[src/rtl/chunked_adder.sv]
// Multi-cycle adder: WIDTH-bit a + b + cin computed CHUNK bits per clock, with the
// inter-chunk carry held in a register. Operands in and result out via valid/ready.
module chunked_adder #(
    parameter int WIDTH = 16,
    parameter int CHUNK = 4
) (
    input  logic             clk,
    input  logic             rst,
    input  logic             in_valid,
    output logic             in_ready,
    input  logic [WIDTH-1:0] a,
    input  logic [WIDTH-1:0] b,
    input  logic             cin,
    output logic             out_valid,
    input  logic             out_ready,
    output logic [WIDTH-1:0] sum,
    output logic             cout,
    output logic             overflow
);

    // Handshake: a transfer happens on a rising edge where valid and ready are both 1;
    // in_ready is high only in IDLE, out_valid only in DONE, and outputs hold while
    // out_valid waits for out_ready.

    localparam int N     = WIDTH / CHUNK;
    localparam int IDX_W = (N > 1) ? $clog2(N) : 1;
    localparam logic [IDX_W-1:0] LAST_IDX = IDX_W'(N - 1);

    typedef enum logic [1:0] {IDLE, RUN, DONE} state_t;

    state_t           state;
    state_t           state_next;
    logic [WIDTH-1:0] a_reg;
    logic [WIDTH-1:0] b_reg;
    logic             carry_reg;
    logic [IDX_W-1:0] idx;
    logic [CHUNK-1:0] a_chunk;
    logic [CHUNK-1:0] b_chunk;
    logic [CHUNK:0]   chunk_sum;

    always_comb begin
        a_chunk = '0;
        b_chunk = '0;
        for (int i = 0; i < N; i++) begin
            if (idx == IDX_W'(i)) begin
                a_chunk = a_reg[i*CHUNK +: CHUNK];
                b_chunk = b_reg[i*CHUNK +: CHUNK];
            end
        end
        chunk_sum = {1'b0, a_chunk} + {1'b0, b_chunk} + {{CHUNK{1'b0}}, carry_reg};
    end

    always_ff @(posedge clk or posedge rst) begin
        if (rst) begin
            state <= IDLE;
        end else begin
            state <= state_next;
        end
    end

    always_comb begin
        state_next = state;
        in_ready   = 1'b0;
        out_valid  = 1'b0;
        case (state)
            IDLE: begin
                in_ready = 1'b1;
                if (in_valid) state_next = RUN;
            end
            RUN: begin
                if (idx == LAST_IDX) state_next = DONE;
            end
            DONE: begin
                out_valid = 1'b1;
                if (out_ready) state_next = IDLE;
            end
            default: state_next = IDLE;
        endcase
    end

    always_ff @(posedge clk or posedge rst) begin
        if (rst) begin
            a_reg     <= '0;
            b_reg     <= '0;
            carry_reg <= 1'b0;
            idx       <= '0;
            sum       <= '0;
            cout      <= 1'b0;
            overflow  <= 1'b0;
        end else begin
            case (state)
                IDLE: begin
                    if (in_valid) begin
                        a_reg     <= a;
                        b_reg     <= b;
                        carry_reg <= cin;
                        idx       <= '0;
                    end
                end
                RUN: begin
                    for (int i = 0; i < N; i++) begin
                        if (idx == IDX_W'(i)) sum[i*CHUNK +: CHUNK] <= chunk_sum[CHUNK-1:0];
                    end
                    carry_reg <= chunk_sum[CHUNK];
                    if (idx == LAST_IDX) begin
                        // The last chunk holds the sign bit, so its MSB is the result sign.
                        idx      <= '0;
                        cout     <= chunk_sum[CHUNK];
                        overflow <= (a_reg[WIDTH-1] == b_reg[WIDTH-1]) &&
                                    (chunk_sum[CHUNK-1] != a_reg[WIDTH-1]);
                    end else begin
                        idx <= idx + IDX_W'(1);
                    end
                end
                default: ;
            endcase
        end
    end

endmodule

[config.mk]
export PLATFORM = sky130hd
export DESIGN_NAME = chunked_adder
export DESIGN_NICKNAME = d
export VERILOG_FILES = /design/src/rtl/chunked_adder.sv
export SDC_FILE = /design/constraint.sdc
export NUM_CORES = 1
export LEC_CHECK = 0
export ABC_AREA = 0
export BUFFER_PORTS_ARGS = -buffer_cell sky130_fd_sc_hd__buf_4
export CORE_MARGIN = 2
export CORE_UTILIZATION = 54
export CTS_CLUSTER_SIZE = 12
export DETAILED_ROUTE_END_ITERATION = 6
export PLACE_DENSITY = 0.79
export SLEW_MARGIN = 20
export SYNTH_ARGS = -nofsm -noshare
export SYNTH_HDL_FRONTEND = slang
export SYNTH_SLANG_ARGS = --single-unit
[constraint.sdc]
create_clock -name clk -period 2.9 [get_ports clk]
set_input_delay 0.87 -clock clk [delete_from_list [all_inputs] [get_ports clk]]
set_output_delay 0.87 -clock clk [all_outputs]
set_load 0.1 [all_outputs]
Word-level counts from Yosys, hierarchy flattened
Cells that the tools add are included.

Bits in registers: 55. Output and inout port bits: 20.

Add/subtract/negate cells: 3. Equality and inequality tests: 10. Muxes and demuxes: 19. Reduce and logical (&&, ||, !) cells: 11.

Operator list (number): two-way mux 4 bit (8); AND reduction 2 bit (6); two-way mux 2 bit (5); == test 2 bit (second input constant) (3); != test 2 bit (second input constant) (3); case mux 2 bit (3 select lines) (1); adder 4 x 4 -> 5 bit (1); adder 5 x 1 -> 5 bit (1); == test 2 x 1 -> 1 bit (second input constant) (2); zero test 2 bit (2); case mux 2 bit (2 select lines) (1); two-way mux 1 bit (3); AND reduction 3 bit (1); adder 2 x 1 -> 2 bit (second input constant) (1); case mux 1 bit (2 select lines) (1); nonzero test 2 bit (1); == test 1 bit (1); logical AND 1 bit (1); != test 1 bit (1).

Depth between registers and ports, before layout
Gate-level depths: netlist of run 1.

Word-level depth: 9. Gate-level depth with buffers: 12. Depth with buffers taken out: 12.

Worst setup path before layout of run 1
Ideal clock, no wire load.

Path type: register to register. Start point: register idx[0]. End point: register sum[13]. Setup time: 128 ps. Data arrival time: 2488 ps. Setup slack: 284 ps. Stages on the path, launching flop included: 11. Path through: dfrtp_1 inv_1 ha_1 nor2b_1 a221oi_1 nor3_1 a21oi_1 fa_1 inv_1 fa_1 mux2_1.

Cells in the longest elaborated chain, start to end: 7.

RTL lines: start, declared (line 36) `logic [IDX_W-1:0] idx;`; start signal, assigned (line 112) `idx <= idx + IDX_W'(1);`; zero test 2 bit (line 45) `if (idx == IDX_W'(i)) begin`; two-way mux 4 bit (4 in series) (line 45); adder 4 x 4 -> 5 bit (*) (line 50) `chunk_sum = {1'b0, a_chunk} + {1'b0, b_chunk} + {{CHUNK{1'b0}}, carry_reg};`; adder 5 x 1 -> 5 bit (*) (line 50); named net chunk_sum[1] (line 39) `logic [CHUNK:0] chunk_sum;`; end signal, assigned by index (line 102) `if (idx == IDX_W'(i)) sum[i*CHUNK +: CHUNK] <= chunk_sum[CHUNK-1:0];`; end, declared (line 16) `output logic [WIDTH-1:0] sum,`.

Mark *: on every way through the listed nets, which the timed path passes. The rest lies on a longest branch. A chain may end at the register's enable or synchronous reset.

Worst setup path after layout of run 1
Start point: register idx[0]. End point: register cout.

Cells in the longest elaborated chain, start to end: 7.

RTL lines: zero test 2 bit (line 45); two-way mux 4 bit (4 in series) (line 45); adder 4 x 4 -> 5 bit (line 50); adder 5 x 1 -> 5 bit (line 50); end signal, assigned (line 108) `cout <= chunk_sum[CHUNK];`; end, declared (line 17) `output logic cout,`.

Parallel ways exist; a longest one is shown, timed or not.

==> results.rst, run 1 <==
.. list-table::
   :header-rows: 1

   * - Metric
     - Value
   * - Root cell of the clock tree
     - sky130_fd_sc_hd__clkbuf_8
   * - Vertical die dimension
     - 73.24 µm
   * - Number of antenna violations at the first check in global routing
     - 0
   * - Latest clock arrival within the worst-skew pair
     - 310 ps
   * - Period utilization
     - 93.05%
   * - Final non-filler cell area
     - 3204 µm²
   * - Aggregate negative setup slack
     - 0 ps
   * - Synthesized area per cell
     - 11.93 µm²
   * - Top-Level Pins
     - 57
   * - Layout overhead on the synthesized area
     - 23.78%
   * - Worst path arrival time
     - 2890 ps
   * - Number of core rows
     - 25
   * - Die Span X
     - 73.24 µm
   * - TritonCTS clock tree
     - yes
   * - Core region area
     - 4661 µm²
   * - Critical path fanouts, max
     - 5
   * - Clock buffer count from CTS
     - 5
   * - Detail Placement HPWL
     - 3783 µm
   * - Final hold viol count
     - 0
   * - Crit-path slowest cell
     - sky130_fd_sc_hd__dfrtp_1
   * - Number of violations of the max-capacitance limit
     - 0
   * - Cells along the critical path
     - inv_1, ha_1, nor2b_2, a221oi_1, nor3_1, a21oi_1, fa_1, inv_1, fa_1, a21o_1, a21oi_2, o21ai_1
   * - Worst-Margin Slew
     - 579.9 ps
   * - Maximum number of pins on one net before global-route repair
     - 37
   * - Path type of the worst setup path
     - flop to flop
   * - Wire length of the first global-routing pass
     - 8307 µm
   * - Effective utilization at floorplan
     - 55.54%
   * - Cell area after synthesis
     - 2589 µm²
   * - Sink count of the clock tree
     - 55
   * - Count of H-tree levels built during CTS
     - 2
   * - Drt wl/cell
     - 15.02 µm
   * - Post-layout nets
     - 322
   * - Cells after synthesis
     - 217
   * - Vias in the first global route
     - 1801
   * - Count of state elements after synthesis
     - 55
   * - RSZ-0062 raised after global routing
     - no
   * - Pins Over Slew Limit
     - 0
   * - Fraction of layout cells with a size suffix above 1
     - 30.69%
   * - Fill cell instance count of the final layout
     - 353
   * - Distinct cell type count after synthesis
     - 31
   * - Gr ovfl total
     - 0
   * - Crit path launch type
     - flop
   * - Final Setup Violations
     - 0
   * - Via/cell ratio
     - 5.360
   * - Buffers on Ports
     - 56
   * - Tightest slew margin relative to the limit
     - 61.17%
   * - DR vias
     - 1774
   * - Post-synth ARST share
     - 100.0%
   * - Total of warnings raised by yosys
     - 0
   * - Clock transition at the register clock pins on the worst setup and hold paths after CTS
     - 90 ps
   * - Count of antenna-violating nets left after detailed routing
     - 0
   * - EDFF count, synth
     - 0
   * - Placed Area
     - 3060 µm²
   * - Initial drt markers
     - 65
   * - Die outline area
     - 5364 µm²
   * - Flip-flop cell with the highest count after synthesis
     - sky130_fd_sc_hd__dfrtp_1
   * - Sort of element at the end of the critical path
     - flop
   * - DRC Markers
     - 0
   * - Worst-case clock skew
     - 8.162 ps
   * - Aggregate routed wire length
     - 4972 µm
   * - Worst hold-check path type
     - flop to flop
   * - Part of the Yosys area used for sequential elements
     - 53.17%
   * - Post-synth net total
     - 263
   * - Clock period minus final worst setup slack
     - 2699 ps
   * - Number of detailed-routing iterations run before antenna repair
     - 6
   * - Global-route total usage across every layer
     - 20.55%
   * - Last weighted congestion value of the routability-driven placer
     - 0.8348
   * - Worst endpoint required time
     - 3090 ps
   * - Post-CTS repair timing setup buffer count
     - 0
   * - F_max
     - 370.6 MHz
   * - Antenna Diode Count
     - 0
   * - Stage delay of the slowest cell on the critical path
     - 420 ps
   * - Run status
     - complete, no violations
   * - Longest Clk Path Bufs
     - 2
==> final timing paths <==
path | slack [ps] | cells after the start | to | startpoint
max | 200 | 12 | cout$_DFFE_PP0P_ | idx[0]$_DFFE_PP0P_
min in group asynchronous | 620 | 2 | sum[9]$_DFFE_PP0P_ | rst
min | 490 | 2 | sum[2]$_DFFE_PP0P_ | sum[2]$_DFFE_PP0P_
min reg2reg | 490 | 2 | sum[2]$_DFFE_PP0P_ | sum[2]$_DFFE_PP0P_
max reg2reg | 200 | 12 | cout$_DFFE_PP0P_ | idx[0]$_DFFE_PP0P_
max in group asynchronous | 1740 | 3 | b_reg[13]$_DFFE_PP0P_ | rst
==> final cells by class <==
class	count	area (µm²)	area share (%)
Sequential cell	55	1376	42.95
Multi-Input combinational cell	146	1142	35.65
Timing Repair Buffer	62	478.0	14.92
Clock buffer	6	82.58	2.577
Tap cell	54	67.56	2.109
Clock inverter	2	35.03	1.093
Inverter	6	22.52	0.7029
==> cell families after synthesis <==
logic type / share of synthesized area (%)
AO/OA/AOI/OAI: 10.44
XOR/XNOR: 0.6768
flip-flops: 53.17
AND/OR/NAND/NOR: 11.02
adder cells (fa/ha/maj): 4.930
buffers and inverters: 3.963
multiplexers: 15.80
==> synth_stat cells, types with 2 or more instances <==
cell	instances	share of area [%]
sky130_fd_sc_hd__nor2_1	3	0.43
sky130_fd_sc_hd__nand3b_1	5	1.5
sky130_fd_sc_hd__buf_6	5	2.2
sky130_fd_sc_hd__ha_1	7	3.4
sky130_fd_sc_hd__mux2_1	35	15
sky130_fd_sc_hd__o31ai_1	4	1.2
sky130_fd_sc_hd__nor2b_1	5	1.2
sky130_fd_sc_hd__inv_1	6	0.87
sky130_fd_sc_hd__fa_1	2	1.5
sky130_fd_sc_hd__buf_2	4	0.77
sky130_fd_sc_hd__a221oi_1	4	1.4
sky130_fd_sc_hd__nor3_1	3	0.58
sky130_fd_sc_hd__a21oi_1	12	2.3
sky130_fd_sc_hd__nand2_1	28	4.1
sky130_fd_sc_hd__xnor2_1	2	0.68
sky130_fd_sc_hd__nand2b_1	2	0.48
sky130_fd_sc_hd__dfrtp_1	55	53
sky130_fd_sc_hd__o21ai_1	20	3.9
sky130_fd_sc_hd__nand2_4	3	1.3
==> worst max-delay path: cells and delay by family, from the launching register on <==
| family | cells | cell delay (ps) |
|---|---|---|
| adders and majority gates | 3 | 830 |
| buffers and inverters | 2 | 150 |
| AOI/OAI and AO/OA | 5 | 920 |
| and+or+nand+nor | 2 | 270 |
| DFF | 1 | 420 |
==> per-stage QoR <==
stage	instances	hold WS, ps	setup WS (ps)	util [%]
6_report	331	490.7	201.4	68.75
3_3_place_gp	323	467.7	178.6	65.66
5_1_grt	331	512.4	38.40	68.75
4_1_cts	331	496.2	56.64	68.19
3_5_place_dp	323	475.3	100.2	65.66
2_1_floorplan	217	458.0	283.6	-
==> layout by cell type (no fill, tap or decap), drive strengths merged, types with 2 or more instances in the layout <==
cell type and count:
inv 6, fa 2, xnor2 2, dfrtp 55, nor2 3, nand3b 5
mux2 36, ha 7, o21ai 20, clkbuf 6, nor3 3, nor2b 6
o31ai 4, nand2 32, a21oi 12, buf 62, nand2b 2, a221oi 4
==> routing by layer <==
layer / GRT usage (%) / up-vias / share of wire (%)
li1: - / 881 / -
met1: 25.23 / 833 / 44
met2: 35.44 / 51 / 49
met3: 5.110 / 9 / 5.3
met4: 6.584 / 0 / 1.7
met5: 0 / - / 0
==> repair_timing <==
item | CTS | global route
gates resized for setup | 0 | 6
hold buffers | 0 | 0
setup endpoints to repair | 0 | 14
Power of run 1 is not shown: default switching activity piles up to over one toggle a cycle in this logic, so the estimate is an artifact.
==> run 2, diff against run 1 <==
--- a/config.mk
+++ b/config.mk
@@ -6,12 +6,12 @@
 export NUM_CORES = 1
 export LEC_CHECK = 0
 export ABC_AREA = 0
-export BUFFER_PORTS_ARGS = -buffer_cell sky130_fd_sc_hd__buf_4
 export CORE_MARGIN = 2
-export CORE_UTILIZATION = 54
+export CORE_UTILIZATION = 56
 export CTS_CLUSTER_SIZE = 12
 export DETAILED_ROUTE_END_ITERATION = 6
-export PLACE_DENSITY = 0.79
+export DONT_BUFFER_PORTS = 1
+export PLACE_DENSITY = 0.74
 export SLEW_MARGIN = 20
 export SYNTH_ARGS = -nofsm -noshare
 export SYNTH_HDL_FRONTEND = slang
==> constraint.sdc (replaced) <==
create_clock -name clk -period 2.26 [get_ports clk]
set_input_delay 0.678 -clock clk [delete_from_list [all_inputs] [get_ports clk]]
set_output_delay 0.678 -clock clk [all_outputs]
set_load 0.1 [all_outputs]
==> results.rst, run 2 (synthesis gave the netlist of run 1 again) <==
.. list-table::
   :header-rows: 1

   * - Metric
     - Value
   * - Layout overhead on the synthesized area
     - 24.50%
   * - Period utilization
     - 111.2%
   * - Run status
     - finished with violations
   * - Most frequent cells in the layout
     - sky130_fd_sc_hd__dfrtp_1, sky130_fd_sc_hd__buf_4, sky130_fd_sc_hd__mux2_1, sky130_fd_sc_hd__nand2_1, sky130_fd_sc_hd__o21ai_1
   * - Crit path launch type
     - flop
   * - Post-layout nets
     - 298
   * - Cells along the critical path
     - inv_4, ha_4, nor2b_4, a221oi_2, nor3_1, a21oi_1, fa_2, inv_2, fa_2, mux2_4
   * - Die Span X
     - 71.99 µm
   * - Cts-stage hold buffer count
     - 0
   * - Buffers on Ports
     - 0
   * - Critical path fanouts, max
     - 4
   * - Count of H-tree levels built during CTS
     - 2
   * - Fraction of layout cells with a size suffix above 1
     - 33.99%
   * - Worst-case clock skew
     - 6.030 ps
   * - Tightest slew margin relative to the limit
     - 39.54%
   * - Clock buffer count from CTS
     - 5
   * - Core region area
     - 4414 µm²
   * - Vertical die dimension
     - 71.99 µm
   * - Number of cells traversed by the worst register-to-register path
     - 10
   * - Antenna Diode Count
     - 0
   * - Number of core rows
     - 24
   * - Final Setup Violations
     - 15
   * - Via/cell ratio
     - 5.875
   * - Setup crit start
     - idx[0]$_DFFE_PP0P_
   * - Effective utilization at floorplan
     - 58.65%
   * - Worst endpoint required time
     - 2460 ps
   * - Aggregate routed wire length
     - 5565 µm
   * - RSZ-0062 raised after global routing
     - yes
   * - Wire length of the first global-routing pass
     - 9225 µm
   * - Failing checks
     - negative setup slack
   * - Footprint of the multi-input gates
     - 1309 µm²
   * - Global-route total usage across every layer
     - 23.43%
   * - Clock transition at the register clock pins on the worst setup and hold paths after CTS
     - 90 ps
   * - R2R Setup Slk
     - -250 ps
   * - Pins Over Slew Limit
     - 0
   * - Number of antenna violations at the first check in global routing
     - 0
   * - Commonest non-fill, non-tap cell in the layout
     - sky130_fd_sc_hd__dfrtp_1
   * - Capture point of the worst reg-to-reg path
     - sum[9]$_DFFE_PP0P_
   * - Sort of element at the end of the critical path
     - flop
   * - Sink count of the clock tree
     - 55
   * - Clock period minus final worst setup slack
     - 2514 ps
   * - Root cell of the clock tree
     - sky130_fd_sc_hd__clkbuf_8
   * - Setup slack after layout
     - -254.0 ps
   * - Crit-path slowest cell
     - sky130_fd_sc_hd__fa_2
   * - DR vias
     - 1792
   * - Last weighted congestion value of the routability-driven placer
     - 0.8190
   * - Final hold viol count
     - 0
   * - Vias in the first global route
     - 1904
   * - Stage delay of the slowest cell on the critical path
     - 480 ps
   * - Worst hold-check path type
     - input port to async pin
   * - Number of violations of the max-capacitance limit
     - 0
   * - Drt wl/cell
     - 18.25 µm
   * - WP buf/inv
     - 2
   * - DRC Markers
     - 0
   * - Aggregate negative setup slack
     - -2943 ps
   * - Number of detailed-routing iterations run before antenna repair
     - 4
   * - Top Family by Delay on Critical Path
     - adder cells
   * - Detail Placement HPWL
     - 4042 µm
   * - Die outline area
     - 5183 µm²
   * - Sequential cell area
     - 1378 µm²
   * - Path type of the worst setup path
     - flop to flop
   * - F_max
     - 397.8 MHz
   * - Worst-Margin Slew
     - 906.9 ps
   * - Initial drt markers
     - 104
   * - Count of antenna-violating nets left after detailed routing
     - 0
   * - Crit Reg-Reg Startpoint
     - idx[0]$_DFFE_PP0P_
   * - Cell with the most instances on the worst path
     - sky130_fd_sc_hd__fa_2
   * - Gr ovfl total
     - 0
   * - Maximum number of pins on one net before global-route repair
     - 37
   * - Fill cell instance count of the final layout
     - 277
   * - Longest Clk Path Bufs
     - 2
   * - Top-Level Pins
     - 57
   * - Worst path arrival time
     - 2710 ps
   * - TritonCTS clock tree
     - yes
   * - Latest clock arrival within the worst-skew pair
     - 300 ps
[run 2: cell types whose count changed in the layout (fill, tap and decap cells not counted), moves of 3 or more]
cell / change
sky130_fd_sc_hd__buf_4: -26
sky130_fd_sc_hd__a21oi_2: +4
sky130_fd_sc_hd__mux2_4: +3
sky130_fd_sc_hd__a221oi_1: -4
sky130_fd_sc_hd__a21oi_1: -4
sky130_fd_sc_hd__inv_1: -3
sky130_fd_sc_hd__o21ai_1: -3
sky130_fd_sc_hd__ha_4: +3
sky130_fd_sc_hd__mux2_1: -3
[run 2: per-stage QoR]
step | hold slack (ps) | setup slack [ps] | std cells | cell area, µm² | util, %
2_1_floorplan | 458.0 | -138.2 | 217 | 2658 | -
3_3_place_gp | 467.9 | -254.2 | 290 | 2899 | 65.67
3_5_place_dp | 475.3 | -347.3 | 290 | 2899 | 65.67
4_1_cts | 330.4 | -259.9 | 302 | 3138 | 71.09
5_1_grt | 338.8 | -374.4 | 305 | 3223 | 73.02
6_report | 309.8 | -254.0 | 305 | 3223 | 73.02
[run 2: worst max path at each step]
stage	to	slack, ps	cells after the start
final	sum[9]$_DFFE_PP0P_	-250	10
after global routing	cout$_DFFE_PP0P_	-370	12
after CTS	carry_reg$_DFFE_PP0P_	-260	12
after detailed placement	carry_reg$_DFFE_PP0P_	-350	12
after global placement	cout$_DFFE_PP0P_	-250	12
after floorplan	sum[13]$_DFFE_PP0P_	-140	10
[run 2: area by class of cell]
class | count | area share (%)
inverter | 6 | 0.7764
clock inverter | 2 | 1.863
sequential | 55 | 42.74
timing repair buffer | 38 | 9.744
tap | 52 | 2.019
clock buffer | 6 | 2.252
multi-input combinational | 146 | 40.61
[run 2: layer usage]
metal | GRT usage (%) | vias to the layer above | wire length [µm] | part of all wire, %
met5 | 0 | - | 0 | 0
met4 | 6.499 | 0 | 59 | 1.1
met3 | 7.361 | 8 | 366 | 6.6
met2 | 40.74 | 58 | 2960 | 53
met1 | 28.24 | 889 | 2178 | 39
li1 | - | 837 | - | -
[run 2: what timing repair did]
item / 4_1_cts / 5_1_grt
gates resized for setup: 14 / 11
buffers inserted: 4 / 3
hold endpoints to repair: 0 / 0
pin swaps: 8 / 17
setup endpoints to repair: 15 / 15
gates cloned: 0 / 0
[run 2: worst reg2reg max path, cell delays in order, from the launching register on]
cell and delay, ps:
sky130_fd_sc_hd__dfrtp_2 470, sky130_fd_sc_hd__inv_4 100, sky130_fd_sc_hd__ha_4 130, sky130_fd_sc_hd__nor2b_4 190, sky130_fd_sc_hd__a221oi_2 80, sky130_fd_sc_hd__nor3_1 160
sky130_fd_sc_hd__a21oi_1 80, sky130_fd_sc_hd__fa_2 370, sky130_fd_sc_hd__inv_2 70, sky130_fd_sc_hd__fa_2 480, sky130_fd_sc_hd__mux2_4 290
Power of run 2 is left out for the same reason.
==> run 3, diff against run 2 <==
--- a/config.mk
+++ b/config.mk
@@ -6,6 +6,7 @@
 export NUM_CORES = 1
 export LEC_CHECK = 0
 export ABC_AREA = 0
+export CORE_ASPECT_RATIO = 1.1
 export CORE_MARGIN = 2
 export CORE_UTILIZATION = 56
 export CTS_CLUSTER_SIZE = 12
==> results.rst, run 3 (synthesis gave the netlist of run 1 again) <==
.. list-table::
   :header-rows: 1

   * - Metric
     - Value
   * - Number of logic stages on the critical path including buffering
     - 12
   * - Number of violations of the max-capacitance limit
     - 0
   * - DRC Markers
     - 0
   * - Run status
     - finished with violations
   * - Path type of the worst setup path
     - flop to flop
   * - Pins Over Slew Limit
     - 0
   * - Fill cell instance count of the final layout
     - 306
   * - Via/cell ratio
     - 5.691
   * - Wire length of the first global-routing pass
     - 8756 µm
   * - Number of antenna violations at the first check in global routing
     - 0
   * - Setup crit end
     - sum[6]$_DFFE_PP0P_
   * - Count of antenna-violating nets left after detailed routing
     - 0
   * - Number of standard cells in the layout, taps in and fillers out
     - 314
   * - Layout overhead on the synthesized area
     - 25.52%
   * - Maximum number of pins on one net before global-route repair
     - 37
   * - Aggregate routed wire length
     - 5647 µm
   * - Crit-path slowest cell
     - sky130_fd_sc_hd__dfrtp_2
   * - Most frequent cells in the layout
     - sky130_fd_sc_hd__dfrtp_1, sky130_fd_sc_hd__buf_4, sky130_fd_sc_hd__mux2_1, sky130_fd_sc_hd__nand2_1, sky130_fd_sc_hd__o21ai_1
   * - Number of core rows
     - 25
   * - Sink count of the clock tree
     - 55
   * - Cells along the critical path
     - inv_2, ha_4, nor2b_4, a221oi_2, nor3_2, a21oi_2, fa_2, inv_2, fa_2, buf_6, xnor2_4, o21ai_1
   * - Capture point of the worst reg-to-reg path
     - sum[6]$_DFFE_PP0P_
   * - Global-route total usage across every layer
     - 23.28%
   * - F_max
     - 393.5 MHz
   * - Crit Reg-Reg Startpoint
     - idx[0]$_DFFE_PP0P_
   * - TritonCTS clock tree
     - yes
   * - Final hold viol count
     - 0
   * - Period utilization
     - 112.4%
   * - Antenna Diode Count
     - 0
   * - Sort of element at the end of the critical path
     - flop
   * - Footprint of the multi-input gates
     - 1271 µm²
   * - Clock buffer count from CTS
     - 5
   * - Crit path launch type
     - flop
   * - Cts-stage hold buffer count
     - 0
   * - Setup slack after layout
     - -281.0 ps
   * - Vertical die dimension
     - 75.31 µm
   * - Final Setup Violations
     - 15
   * - Clock transition at the register clock pins on the worst setup and hold paths after CTS
     - 100 ps
   * - Initial drt markers
     - 132
   * - Detail Placement HPWL
     - 4249 µm
   * - Gr ovfl total
     - 0
   * - Die Span X
     - 68.83 µm
   * - Worst hold margin
     - 262.3 ps
   * - Aggregate negative setup slack
     - -3414 ps
   * - Vias in the first global route
     - 1892
   * - WP buf/inv
     - 3
   * - Worst-case clock skew
     - 7.325 ps
   * - Longest Clk Path Bufs
     - 2
   * - RSZ-0062 raised after global routing
     - yes
   * - R2R Setup Slk
     - -280 ps
   * - Instance count after placement with tap cells included
     - 299
   * - Worst endpoint required time
     - 2460 ps
   * - Critical path fanouts, max
     - 4
   * - Die outline area
     - 5183 µm²
   * - Sequential cell area
     - 1378 µm²
   * - Number of cells traversed by the worst register-to-register path
     - 12
   * - Buffers on Ports
     - 0
   * - Top-Level Pins
     - 57
   * - Worst-Margin Slew
     - 908.2 ps
   * - Setup crit start
     - idx[0]$_DFFE_PP0P_
   * - Root cell of the clock tree
     - sky130_fd_sc_hd__clkbuf_8
   * - Final core utilization
     - 74.20%
   * - Commonest non-fill, non-tap cell in the layout
     - sky130_fd_sc_hd__dfrtp_1
   * - Failing checks
     - negative setup slack
   * - Worst hold-check path type
     - input port to async pin
   * - Post-layout nets
     - 305
   * - Effective utilization at floorplan
     - 59.11%
   * - Last weighted congestion value of the routability-driven placer
     - 0.7882
   * - Top Family by Delay on Critical Path
     - adder cells
   * - Fraction of layout cells with a size suffix above 1
     - 36.54%
   * - DR vias
     - 1787
   * - Worst path arrival time
     - 2740 ps
   * - Tightest slew margin relative to the limit
     - 39.45%
   * - Core region area
     - 4379 µm²
   * - Count of H-tree levels built during CTS
     - 2
   * - Number of detailed-routing iterations run before antenna repair
     - 4
   * - Drt wl/cell
     - 17.98 µm
   * - Stage delay of the slowest cell on the critical path
     - 440 ps
   * - Clock period minus final worst setup slack
     - 2541 ps
   * - Latest clock arrival within the worst-skew pair
     - 310 ps
## run 3: changes by cell type in the layout (fill, tap and decap cells not counted), sizes merged
cell and delta:
clkbuf -1, buf +7, clkinvlp +1
## run 3: metal layers
metal	vias up	GRT usage [%]	wire, µm
met5	-	0	0
met4	0	9.150	166
met3	18	5.613	306
met2	61	39.96	2959
met1	865	28.30	2216
li1	843	-	-
## run 3: layout make-up
class | instances | area share, %
flip-flops and latches | 55 | 42.39
multi-input cells | 146 | 39.12
repair buffers | 45 | 11.51
clock buffers | 5 | 2.118
clock inverters | 3 | 2.079
well taps | 54 | 2.079
inverters | 6 | 0.6931
## run 3: timing repair
action,in CTS,in global routing
pin swaps,11,9
gates resized for setup,5,18
endpoints found under the setup margin,15,15
buffers inserted,5,2
## run 3: how the worst min path moves through the flow
| stage | slack, ps | from | depth (start not counted) | endpoint |
|---|---|---|---|---|
| 2_1_floorplan | 460 | a_reg[13]$_DFFE_PP0P_ | 1 | a_reg[13]$_DFFE_PP0P_ |
| 3_3_place_gp | 470 | sum[14]$_DFFE_PP0P_ | 2 | sum[14]$_DFFE_PP0P_ |
| 3_5_place_dp | 480 | b_reg[2]$_DFFE_PP0P_ | 1 | b_reg[2]$_DFFE_PP0P_ |
| 4_1_cts | 280 | rst | 1 | sum[7]$_DFFE_PP0P_ |
| 5_1_grt | 290 | rst | 1 | sum[7]$_DFFE_PP0P_ |
| 6_report | 260 | rst | 1 | sum[7]$_DFFE_PP0P_ |
## run 3: through the flow
stage | cell area [µm²] | setup WS (ps)
2_1_floorplan | 2658 | -138.2
3_3_place_gp | 2954 | -238.6
3_5_place_dp | 2954 | -344.5
4_1_cts | 3153 | -280.9
5_1_grt | 3249 | -408.5
6_report | 3249 | -281.0
Power of run 3 is left out for the same reason.
